<file path="src/rtl/ps2_key_decoder.sv">
`timescale 1ns/1ps
// PS/2 keyboard receiver: turns make codes into 5-bit game commands, drops break sequences.
// Latency: command appears 4 CLOCK_50 cycles after the first sync flop captures the stop-bit fall.
// Backpressure: none; the keyboard cannot be stalled, so every command is a single-cycle pulse.
// Optional build macro PS2_PARITY_CHECK_EN: validate odd parity and stop bit before decoding.
module ps2_key_decoder #(
    parameter int         TIMEOUT_CYCLES = 50000,
    parameter logic [4:0] IDLE_CODE      = 5'd31
) (
    input  logic       CLOCK_50,
    input  logic       reset,
    input  logic       PS2_CLK,
    input  logic       PS2_DAT,
    output logic [4:0] KEY_PRESSED,
    output logic       key_valid,
    output logic       frame_err
);

    typedef enum logic [1:0] {S_IDLE, S_RECV, S_DONE} state_t;

    localparam logic [15:0] TMO_LAST = 16'(TIMEOUT_CYCLES - 1);

    state_t      state_q;
    logic        clk_s1_q, clk_s2_q, clk_s3_q;
    logic        dat_s1_q, dat_s2_q;
    logic [3:0]  bit_cnt_q;
    logic [9:0]  shift_q;      // {stop, parity, data[7:0]} once the frame is complete
    logic [15:0] tmo_cnt_q;
    logic        err0_q, tmo0_q;           // error raised by IDLE/RECV, delayed to line up with DONE
    logic        err1_q, tmo1_q;           // error presented to the decoder stage
    logic        byte_vld_q;
    logic [7:0]  byte_q;
    logic        ext_q, brk_q;

    logic        clk_fall, clk_edge, frame_ok;
    logic        hit_d;
    logic [4:0]  code_d;

    assign clk_fall = clk_s3_q & ~clk_s2_q;
    assign clk_edge = clk_s3_q ^ clk_s2_q;

    // Frame validation applied in DONE
    always_comb begin
`ifdef PS2_PARITY_CHECK_EN
        frame_ok = (^shift_q[8:0]) & shift_q[9];
`else
        frame_ok = 1'b1;
`endif
    end

    // Synchronisers, receive FSM, timeout and hand-off to the decoder stage
    always_ff @(posedge CLOCK_50) begin
        if (reset) begin
            clk_s1_q   <= 1'b1;
            clk_s2_q   <= 1'b1;
            clk_s3_q   <= 1'b1;
            dat_s1_q   <= 1'b1;
            dat_s2_q   <= 1'b1;
            state_q    <= S_IDLE;
            bit_cnt_q  <= 4'd0;
            shift_q    <= 10'd0;
            tmo_cnt_q  <= 16'd0;
            err0_q     <= 1'b0;
            tmo0_q     <= 1'b0;
            err1_q     <= 1'b0;
            tmo1_q     <= 1'b0;
            byte_vld_q <= 1'b0;
            byte_q     <= 8'd0;
        end else begin
            clk_s1_q   <= PS2_CLK;
            clk_s2_q   <= clk_s1_q;
            clk_s3_q   <= clk_s2_q;
            dat_s1_q   <= PS2_DAT;
            dat_s2_q   <= dat_s1_q;
            err0_q     <= 1'b0;
            tmo0_q     <= 1'b0;
            err1_q     <= err0_q;
            tmo1_q     <= tmo0_q;
            byte_vld_q <= 1'b0;
            case (state_q)
                S_IDLE: begin
                    tmo_cnt_q <= 16'd0;
                    if (clk_fall) begin
                        if (!dat_s2_q) begin
                            state_q   <= S_RECV;
                            bit_cnt_q <= 4'd0;
                        end else begin
                            err0_q <= 1'b1;
                        end
                    end
                end
                S_RECV: begin
                    if (clk_fall) begin
                        shift_q   <= {dat_s2_q, shift_q[9:1]};
                        bit_cnt_q <= bit_cnt_q + 4'd1;
                        if (bit_cnt_q == 4'd9) begin
                            state_q <= S_DONE;
                        end
                    end
                    if (clk_edge) begin
                        tmo_cnt_q <= 16'd0;
                    end else if (tmo_cnt_q == TMO_LAST) begin
                        tmo_cnt_q <= 16'd0;
                        err0_q    <= 1'b1;
                        tmo0_q    <= 1'b1;
                        state_q   <= S_IDLE;
                    end else begin
                        tmo_cnt_q <= tmo_cnt_q + 16'd1;
                    end
                end
                default: begin
                    byte_q <= shift_q[7:0];
                    if (frame_ok) begin
                        byte_vld_q <= 1'b1;
                    end else begin
                        err1_q <= 1'b1;
                    end
                    state_q <= S_IDLE;
                end
            endcase
        end
    end

    // Keymap lookup on (extended prefix, byte)
    always_comb begin
        hit_d  = 1'b1;
        code_d = IDLE_CODE;
        case ({ext_q, byte_q})
            9'h175: code_d = 5'd0;
            9'h172: code_d = 5'd1;
            9'h16B: code_d = 5'd2;
            9'h174: code_d = 5'd3;
            9'h01D: code_d = 5'd4;
            9'h01B: code_d = 5'd5;
            9'h01C: code_d = 5'd6;
            9'h023: code_d = 5'd7;
            9'h043: code_d = 5'd8;
            9'h042: code_d = 5'd9;
            9'h03B: code_d = 5'd10;
            9'h04B: code_d = 5'd11;
            9'h075: code_d = 5'd12;
            9'h073: code_d = 5'd13;
            9'h06B: code_d = 5'd14;
            9'h074: code_d = 5'd15;
            9'h029: code_d = 5'd16;
            default: hit_d = 1'b0;
        endcase
    end

    // Prefix tracking and registered command/error outputs
    always_ff @(posedge CLOCK_50) begin
        if (reset) begin
            ext_q       <= 1'b0;
            brk_q       <= 1'b0;
            KEY_PRESSED <= IDLE_CODE;
            key_valid   <= 1'b0;
            frame_err   <= 1'b0;
        end else begin
            KEY_PRESSED <= IDLE_CODE;
            key_valid   <= 1'b0;
            frame_err   <= 1'b0;
            if (err1_q) begin
                frame_err <= 1'b1;
                if (tmo1_q) begin
                    ext_q <= 1'b0;
                    brk_q <= 1'b0;
                end
            end else if (byte_vld_q) begin
                if (byte_q == 8'hE0) begin
                    ext_q <= 1'b1;
                end else if (byte_q == 8'hF0) begin
                    brk_q <= 1'b1;
                end else if (brk_q) begin
                    ext_q <= 1'b0;
                    brk_q <= 1'b0;
                end else begin
                    ext_q <= 1'b0;
                    if (hit_d) begin
                        KEY_PRESSED <= code_d;
                        key_valid   <= 1'b1;
                    end
                end
            end
        end
    end

endmodule

</file>
<file path="config.mk">
export PLATFORM = sky130hd
export DESIGN_NAME = ps2_key_decoder
export DESIGN_NICKNAME = d
export VERILOG_FILES = /design/src/rtl/ps2_key_decoder.sv
export SDC_FILE = /design/constraint.sdc
export NUM_CORES = 1
export LEC_CHECK = 0
export CAP_MARGIN = 15
export CORE_MARGIN = 5
export CORE_UTILIZATION = 62
export CTS_BUF_LIST = sky130_fd_sc_hd__clkbuf_8
export CTS_CLUSTER_DIAMETER = 150
export CTS_CLUSTER_SIZE = 10
export DETAILED_ROUTE_END_ITERATION = 8
export PLACE_DENSITY_LB_ADDON = 0.3
export SETUP_SLACK_MARGIN = 0.1
export SLEW_MARGIN = 25
export SYNTH_ARGS = -nofsm -noshare
export SYNTH_HDL_FRONTEND = slang
export SYNTH_SLANG_ARGS = --single-unit
</file>
<file path="constraint.sdc">
create_clock -name CLOCK_50 -period 2.3 [get_ports CLOCK_50]
set_input_delay 0.345 -clock CLOCK_50 [delete_from_list [all_inputs] [get_ports CLOCK_50]]
set_output_delay 0.345 -clock CLOCK_50 [all_outputs]
set_load 0.005 [all_outputs]
</file>
==> metrics.cfg, run 1 <==
[status]
status = complete, no violations

[cts]
cts_tree = built
h-tree-depth = 3
cts_buffers = 9
clk_path_buf_depth = 2
cts_sinks = 59
cts-hold-fix-buffers = 0
root_buffer = clkbuf_8
clk_latency_ps = 340
clk_pin_slew_ps = 60
post_cts_resized = 0
postCtsSetupBuffers = 0

[placed_design]
io_buffers = 10
place_congestion = 0.881
hpwl_microns = 3430
place_ws_ps = 222

[worst_setup_path]
endpoint_kind = flip-flop
r2r-end = KEY_PRESSED[0]
crit_fanout = 12
arrival_ps = 2280
critical_path.top_delay_family = simple AND/OR/NAND/NOR gates
cp_cell_sequence = or4_4, nor3_2, a41o_1, and3b_1, or3_1
ff2ff_setup_slack_ps = 240
cp_data_required_time_ps = 2520
setup.worst_path.end = KEY_PRESSED[0]
reg2reg_depth = 5
slowest_stage = or4_4
worst_path_largest_cell_delay_ps = 600
cp_num_buf_inv = 0
crit_path_start = byte_q[3]
crit_type = flip-flop to flip-flop
worstSetupStartpointType = flip-flop
crit_cells = 5
r2r_start = byte_q[3]

[timing]
max_freq_mhz = 485
setup_viol = 0
rsz0062_at_grt = false
fin_skew_ps = 5.53
worst_slack_ps = 238
worst_slew_pin_slew_ps = 663
fin_tns_setup_ps = 0
drv_slew = 0
min_period_ps = 2060
min_period_over_period_pct = 89.7
report.final.hold_viol_count = 0
max-slew-margin-rel_pct = 55.2

[synth]
ys.flop_type = dfxtp_1
synth_edf_count = 0
ys_warn_count = 0
ys_ff_latch = 59
synth_top_area_share_pct = 44.2
avgSynthCellArea_sq_um = 9.32
async_reset_ff_share_pct = 0
yosysTopAreaCell = dfxtp_1
syn_nets = 295
synthCells = 287
ys_seq_area_share_pct = 44.2
synth.distinct_cells = 53
synth_area_leaders = dfxtp_1 (44%), mux2i_1 (7.9%), nor2_1 (6.5%)
syn_area_sq_mm = 0.00268

[pwr]
p_leak_nw = 1.15
p_per_area_mw_per_mm2 = 730
ir_worst_vdd_mv = 0.498

[floorplanning]
die_y_microns = 75.7
fp.coreArea_sq_mm = 0.00409
ioPinCount = 11
start_util_pct = 65.5
die_w_microns = 75.7
die_area_sq_mm = 0.00573
rows = 23

[global_routing]
antenna_found_initial = 0
grt_max_degree = 33
grt_overflow = 0
grt_pass1_vias = 1846
grt_usage_pct = 20.3
grt_pass1_wl_microns = 8630

[routing]
postRouteAntennaNets = 0
wirelength_microns = 4920
drtIter0Drc = 193
vias_per_cell = 5.72
detail_route.wl_per_cell_microns = 14.0
drc = 0
vias = 2007
dr.pass1.iters = 4

[final_layout]
fillCellCount = 311
area_growth_pct = 14.1
drive_gt1_share_pct = 12.0
layout.nets = 305
final_util_pct = 74.7
antenna_cells = 0

[worst_hold_path]
hp-class = flip-flop to flip-flop

[run]
drv_cap = 0

-- sequential cells by signal, indices dropped and copies added (netlist names), 2 cells and up --
signal       flops
bit_cnt_q        4
shift_q         10
byte_q           8
state_q          2
KEY_PRESSED      5
tmo_cnt_q       16
-- placed cells by master, fill, tap and decap left out, types with 2 or more instances in the layout --
cell,instances
clkbuf_8,11
and2_1,2
nor4_1,3
nand4b_1,3
nor4b_1,4
a21oi_1,8
bufinv_16,3
xnor2_1,5
a41o_1,2
or2_2,6
mux2i_1,21
nand2b_1,8
dfxtp_1,59
nor2b_1,7
nand2_1,13
o21ai_0,3
ha_1,4
nand4_1,8
or4b_4,2
nor3_1,10
buf_4,4
and4_1,3
and3b_1,3
nand3_1,7
clkdlybuf4s50_1,10
nor2_1,46
xor2_1,10
a31oi_1,2
nand3b_1,5
inv_1,4
nor3b_1,3
-- metrics by stage --
stage                     hold WS [ps]  power, W  area (sq um)  cells
after floorplan                    389   0.00107          2680    287
after detailed placement           404   0.00108          2800    336
final                              423   0.00223          3050    351
after global routing               461   0.00232          3050    351
after global placement             400   0.00108          2800    336
after CTS                          423   0.00224          3040    351
-- cells in the mapped netlist (all sizes together) (4+ instances only) --
cell and count:
a21oi 8, buf 5, clkbuf 10, dfxtp 59, ha 4, inv 4, mux2i 21, nand2 13
nand2b 8, nand3 7, nand3b 5, nand4 8, nor2 47, nor2b 7, nor3 11, nor4 4
nor4b 4, or2 6, xnor2 5, xor2 10
-- metal layers --
layer / track usage [%] / up-vias / part of all wire [%]
met1: 26.6 / 929 / 47
met4: 6.60 / 0 / 1.5
met3: 9.37 / 7 / 5.1
met5: 0 / - / 0
met2: 29.9 / 42 / 46
li1: - / 1029 / -
-- worst register-to-register path: cells and delay by family, from the launching register on --
kind,cells,cell delay (ps)
flops,1,430
simple gates,4,1370
compound gates,1,140
-- kinds of logic after synthesis --
kind of cell,count (synthesis),synth area share (%)
flops,59,44.2
buf+inv,19,3.27
compound gates,25,6.88
xor+xnor,15,4.91
simple gates,144,31.1
mux,21,7.86
fa+ha+maj,4,1.87
-- worst min path at each step --
| stage | startpoint | to | slack (ps) | depth (start not counted) |
|---|---|---|---|---|
| final | clk_s1_q | clk_s2_q | 420 | 1 |
| after global routing | dat_s1_q | dat_s2_q | 460 | 1 |
| after CTS | clk_s1_q | clk_s2_q | 420 | 1 |
| after detailed placement | clk_s1_q | clk_s2_q | 400 | 1 |
| after global placement | dat_s1_q | dat_s2_q | 400 | 1 |
| after floorplan | clk_s1_q | clk_s2_q | 390 | 1 |
-- final cells by class --
class	instances	area [sq um]	share of cell area (%)
multi-input combinational	209	1410	46.3
sequential	59	1180	38.7
clock buffer	11	151	4.96
timing repair buffer	14	130	4.26
clock inverter	4	97.6	3.20
tap	50	62.6	2.05
inverter	4	15.0	0.492
-- report_power, final --
| group | internal [W] | total [W] | leakage, nW | switching [W] |
|---|---|---|---|---|
| logic | 0.0000153 | 0.0000331 | 0.553 | 0.0000178 |
| registers | 0.00103 | 0.00103 | 0.476 | 0.00000255 |
| clock network | 0.000772 | 0.00117 | 0.122 | 0.000393 |
Power figures use the tool's default switching activity.
==> inputs of run 2 (changes only) <==
- CORE_ASPECT_RATIO: unset -> 2
- MAX_ROUTING_LAYER: unset -> met4
==> metrics.cfg, run 2 (synthesized netlist as in run 1, its figures left out) <==
[status]
status = complete, no violations  ; unchanged

[cts]
root_buffer = clkbuf_8  ; unchanged
clk_path_buf_depth = 2  ; unchanged
cts_sinks = 59  ; unchanged
postCtsSetupBuffers = 0  ; unchanged
cts_tree = built  ; unchanged
cts-hold-fix-buffers = 0  ; unchanged
clk_latency_ps = 340  ; about the same
cts_buffers = 9  ; unchanged
h-tree-depth = 3  ; unchanged
clk_pin_slew_ps = 60  ; about the same
post_cts_resized = 0  ; unchanged

[worst_setup_path]
setup.worst_path.end = tmo_cnt_q[11]  ; was KEY_PRESSED[0]
crit_path_start = tmo_cnt_q[4]  ; was byte_q[3]
cp_cell_sequence = or4b_4, nor4_4, nor2_2, o21bai_2, nor2_1  ; was or4_4, nor3_2, a41o_1, and3b_1, or3_1
r2r-end = tmo_cnt_q[11]  ; was KEY_PRESSED[0]
slowest_stage = or4b_4  ; was or4_4
cp_data_required_time_ps = 2510  ; was 2520 ps
reg2reg_depth = 5  ; unchanged
worstSetupStartpointType = flip-flop  ; unchanged
r2r_start = tmo_cnt_q[4]  ; was byte_q[3]
worst_path_largest_cell_delay_ps = 570  ; was 600 ps
arrival_ps = 2240  ; was 2280 ps
endpoint_kind = flip-flop  ; unchanged
crit_fanout = 12  ; unchanged
ff2ff_setup_slack_ps = 260  ; was 240 ps
crit_type = flip-flop to flip-flop  ; unchanged

[timing]
fin_skew_ps = 7.12  ; was 5.53 ps
report.final.hold_viol_count = 0  ; unchanged
max_freq_mhz = 491  ; was 485 MHz
max-slew-margin-rel_pct = 57.3  ; was 55.2%
drv_slew = 0  ; unchanged
worst_slack_ps = 262  ; was 238 ps
fin_hold_ws_ps = 408  ; was 423 ps
rsz0062_at_grt = false  ; unchanged
setup_viol = 0  ; unchanged
worst_slew_pin_slew_ps = 631  ; was 663 ps
min_period_ps = 2040  ; was 2060 ps
min_period_over_period_pct = 88.6  ; was 89.7%
fin_tns_setup_ps = 0  ; unchanged

[pwr]
p_seq_share_pct = 47.0  ; was 46.2%
p_switching_w = 0.000430  ; was 0.000414 W
p_comb_share_pct = 1.5  ; about the same
p_clk_share_pct = 51.5  ; was 52.3%
ir_worst_vdd_mv = 0.977  ; was 0.498 mV
power_w = 0.00219  ; was 0.00223 W
p_sw_share_pct = 19.7  ; was 18.6%
p_per_area_mw_per_mm2 = 715  ; was 730 mW/mm^2
p_leak_nw = 1.16  ; was 1.15 nW
cell_internal_pwr_w = 0.00176  ; was 0.00181 W

[final_layout]
top_register = tmo_cnt_q  ; unchanged
final_cell_mix = dfxtp_1 (59), nor2_1 (46), mux2i_1 (21)  ; unchanged
largest_register_ffs = 16  ; unchanged
drive_gt1_share_pct = 12.8  ; was 12.0%
layout.area.seq_sq_mm = 0.00118  ; unchanged
top_regs = tmo_cnt_q x16, shift_q x10, byte_q x8  ; unchanged
antenna_cells = 0  ; unchanged
multiInputGateArea_sq_mm = 0.00141  ; about the same
fillCellCount = 312  ; was 311
layout.nets = 308  ; was 305
final_common_cell = dfxtp_1  ; unchanged
area_growth_pct = 14.5  ; was 14.1%

[routing]
wirelength_microns = 5190  ; was 4920 microns
dr.pass1.iters = 4  ; unchanged
vias = 2066  ; was 2,007
postRouteAntennaNets = 0  ; unchanged
vias_per_cell = 5.79  ; was 5.72
drc = 0  ; unchanged
detail_route.wl_per_cell_microns = 14.5  ; was 14.0 microns
drtIter0Drc = 59  ; was 193

[placed_design]
hpwl_microns = 3700  ; was 3430 microns
place_congestion = 0.862  ; was 0.881
place_ws_ps = 255  ; was 222 ps
io_buffers = 10  ; unchanged

[global_routing]
grt_usage_pct = 20.9  ; was 20.3%
antenna_found_initial = 0  ; unchanged
grt_overflow = 0  ; unchanged
grt_pass1_wl_microns = 9090  ; was 8630 microns
grt_max_degree = 33  ; unchanged
grt_pass1_vias = 2084  ; was 1,846

[floorplanning]
ioPinCount = 11  ; unchanged
die_area_sq_mm = 0.00581  ; was 0.00573 sq mm
rows = 33  ; was 23
start_util_pct = 64.8  ; was 65.5%
fp.coreArea_sq_mm = 0.00413  ; was 0.00409 sq mm
die_w_microns = 56.4  ; was 75.7 microns
die_y_microns = 103  ; was 75.7 microns

[worst_hold_path]
hp-class = flip-flop to flip-flop  ; unchanged

[run]
drv_cap = 0  ; unchanged

run 2: cell count changes in the layout (fill, tap and decap cells not counted), sizes merged:
cell / delta
clkinv: +1
buf: +3
clkbuf: -2
inv: +1
clkinvlp: +1
run 2: layout make-up:
class,instances,share of cell area [%]
clock inverters,7,3.84
well taps,52,2.13
flip-flops and latches,59,38.6
repair buffers,17,4.99
inverters,4,0.490
multi-input cells,209,45.9
clock buffers,9,4.05
run 2: stage by stage:
| step | cell area (sq um) | util [%] | instances |
|---|---|---|---|
| finish | 3060 | 74.2 | 357 |
| global route | 3060 | 74.2 | 357 |
| CTS | 3060 | 74.2 | 357 |
| detailed placement | 2820 | 68.3 | 341 |
| global placement | 2820 | 68.3 | 341 |
| floorplan | 2680 | - | 287 |
run 2: how the worst min path moves through the flow:
stage | from | cells after the start | to
final | clk_s1_q | 1 | clk_s2_q
after CTS | clk_s1_q | 1 | clk_s2_q
after global routing | dat_s1_q | 1 | dat_s2_q
after floorplan | clk_s1_q | 1 | clk_s2_q
after global placement | dat_s1_q | 1 | dat_s2_q
after detailed placement | clk_s1_q | 1 | clk_s2_q
run 2: power by group through the flow:
| stage | Clock (W) | Combinational [W] | Sequential, W |
|---|---|---|---|
| 6_report | 0.00113 | 0.0000321 | 0.00103 |
| 5_1_grt | 0.00121 | 0.0000355 | 0.00103 |
| 4_1_cts | 0.00115 | 0.0000325 | 0.00103 |
| 3_5_place_dp | 0 | 0.0000322 | 0.00105 |
| 3_3_place_gp | 0 | 0.0000321 | 0.00105 |
| 2_1_floorplan | 0 | 0.0000204 | 0.00105 |
run 2: layer usage:
layer	up-vias	wire [microns]	global-route usage [%]
met2	53	2800	35.8
li1	1034	-	-
met3	25	204	6.52
met1	954	1970	19.6
met4	0	222	14.4
met5	-	0	-
run 2: worst max-delay path: cells and delay by family (launching register included):
kind,cells,cell delay (ps)
simple gates,4,1150
flops,1,360
compound gates,1,400
==> inputs of run 3 (changes only) <==
- PLACE_DENSITY: unset -> 0.81
- PLACE_DENSITY_LB_ADDON: 0.3 -> unset
==> metrics.cfg, run 3 (synthesized netlist as in run 1, its figures left out) <==
[status]
status = complete, no violations  ; unchanged

[floorplanning]
die_w_microns = 56.4  ; unchanged
die_area_sq_mm = 0.00581  ; unchanged
fp.coreArea_sq_mm = 0.00413  ; unchanged
ioPinCount = 11  ; unchanged
start_util_pct = 64.8  ; unchanged
die_y_microns = 103  ; unchanged
rows = 33  ; unchanged

[worst_setup_path]
worst_path_largest_cell_delay_ps = 600  ; was 570 ps
worstSetupStartpointType = flip-flop  ; unchanged
crit_fanout = 12  ; unchanged
ff2ff_setup_slack_ps = 280  ; was 260 ps
r2r-end = KEY_PRESSED[0]  ; was tmo_cnt_q[11]
r2r_start = byte_q[3]  ; was tmo_cnt_q[4]
cp_data_required_time_ps = 2520  ; was 2510 ps
cp_cell_sequence = or4_4, nor3_2, a41o_1, and3b_1, or3_1  ; was or4b_4, nor4_4, nor2_2, o21bai_2, nor2_1
endpoint_kind = flip-flop  ; unchanged
slowest_stage = or4_4  ; was or4b_4
reg2reg_depth = 5  ; unchanged
arrival_ps = 2240  ; about the same
crit_type = flip-flop to flip-flop  ; unchanged

[routing]
met3WireLength_microns = 202  ; was 204 microns
wirelength_microns = 5290  ; was 5190 microns
vias_per_cell = 5.77  ; was 5.79
detail_route.wl_per_cell_microns = 14.8  ; was 14.5 microns
postRouteAntennaNets = 0  ; unchanged
wl_met1_microns = 1930  ; was 1970 microns
top_layer = met4  ; unchanged
wl_met2_microns = 2850  ; was 2800 microns
drc = 0  ; unchanged
vias = 2054  ; was 2,066
dr.pass1.iters = 5  ; was 4
drtIter0Drc = 46  ; was 59

[cts]
clk_pin_slew_ps = 60  ; about the same
cts_tree = built  ; unchanged
clk_path_buf_depth = 2  ; unchanged
post_cts_resized = 0  ; unchanged
cts_sinks = 59  ; unchanged
postCtsSetupBuffers = 0  ; unchanged
h-tree-depth = 3  ; unchanged
cts-hold-fix-buffers = 0  ; unchanged
root_buffer = clkbuf_8  ; unchanged
clk_latency_ps = 340  ; about the same
cts_buffers = 9  ; unchanged

[timing]
fin_skew_ps = 5.08  ; was 7.12 ps
fin_tns_setup_ps = 0  ; unchanged
setup_viol = 0  ; unchanged
min_period_over_period_pct = 87.9  ; was 88.6%
report.final.hold_viol_count = 0  ; unchanged
rsz0062_at_grt = false  ; unchanged
max_freq_mhz = 495  ; was 491 MHz
worst_slew_pin_slew_ps = 687  ; was 631 ps
min_period_ps = 2020  ; was 2040 ps
drv_slew = 0  ; unchanged
fin_hold_ws_ps = 409  ; was 408 ps
max-slew-margin-rel_pct = 53.5  ; was 57.3%

[final_layout]
final_area_sq_mm = 0.00304  ; was 0.00306 sq mm
final_cell_mix = dfxtp_1 (59), nor2_1 (46), mux2i_1 (21)  ; unchanged
final_util_pct = 73.6  ; was 74.2%
top_regs = tmo_cnt_q x16, shift_q x10, byte_q x8  ; unchanged
antenna_cells = 0  ; unchanged
layout.nets = 308  ; unchanged
drive_gt1_share_pct = 12.5  ; was 12.8%
top_register = tmo_cnt_q  ; unchanged
final_common_cell = dfxtp_1  ; unchanged
largest_register_ffs = 16  ; unchanged
area_growth_pct = 13.7  ; was 14.5%

[pwr]
ir_worst_vdd_mv = 0.722  ; was 0.977 mV
p_per_area_mw_per_mm2 = 673  ; was 715 mW/mm^2
p_leak_nw = 1.16  ; about the same

[global_routing]
grt_pass1_wl_microns = 8870  ; was 9090 microns
antenna_found_initial = 0  ; unchanged
grt_overflow = 0  ; unchanged
grt_max_degree = 33  ; unchanged
grt_usage_pct = 20.7  ; was 20.9%
grt_pass1_vias = 2030  ; was 2,084

[placed_design]
place_congestion = 0.885  ; was 0.862
dpl-instance-area_sq_mm = 0.00282  ; unchanged
hpwl_microns = 3720  ; was 3700 microns
io_buffers = 10  ; unchanged

[worst_hold_path]
min-delay-start = clk_s1_q  ; unchanged
hp-class = flip-flop to flip-flop  ; unchanged
whs_path_depth = 1  ; unchanged
hold_end = clk_s2_q  ; unchanged

[run]
drv_cap = 0  ; unchanged

[run 3: cell types whose count changed in the layout (fill, tap and decap cells not counted), sizes merged]
cell | previous run | this run
clkinv | 1 | 0
clkbuf | 9 | 13
clkinvlp | 2 | 0
bufinv | 3 | 1
[run 3: final cells by class]
cell class / count / area [sq um]
multi-input combinational: 209 / 1410
clock buffer: 13 / 179
sequential: 59 / 1180
fill: 312 / 1090
clock inverter: 2 / 33.8
inverter: 4 / 15.0
tap: 52 / 65.1
timing repair buffer: 17 / 153
[run 3: routing by layer]
metal	track usage, %	vias to the layer above
met4	18.8	0
met2	35.9	51
met5	-	-
met3	5.14	32
li1	-	1035
met1	17.9	936
[run 3: worst max path at each step]
| stage | from | to | cells past startpoint |
|---|---|---|---|
| finish | byte_q[3] | KEY_PRESSED[0] | 5 |
| global route | byte_q[3] | KEY_PRESSED[0] | 5 |
| CTS | tmo_cnt_q[4] | tmo_cnt_q[7] | 5 |
| detailed placement | tmo_cnt_q[4] | tmo_cnt_q[3] | 5 |
| global placement | tmo_cnt_q[4] | tmo_cnt_q[15] | 5 |
| floorplan | ext_q | KEY_PRESSED[0] | 6 |
[run 3: power by group]
group          switching [W]  total (W)  internal, W
Sequential        0.00000224    0.00103      0.00103
Clock               0.000375   0.000984     0.000609
Combinational      0.0000173  0.0000326    0.0000152
Total               0.000395    0.00205      0.00165
[run 3: through the flow]
stage               setup slack, ps  power, W  instances
finish                          279   0.00205        356
global route                    211   0.00213        356
CTS                             244   0.00207        356
detailed placement              267   0.00108        341
global placement                315   0.00108        341
floorplan                       472   0.00107        287
[run 3: worst max-delay path: cells and delay by family (launching register included)]
kind | cells | cell delay (ps)
flops | 1 | 420
simple gates | 4 | 1340
compound gates | 1 | 150
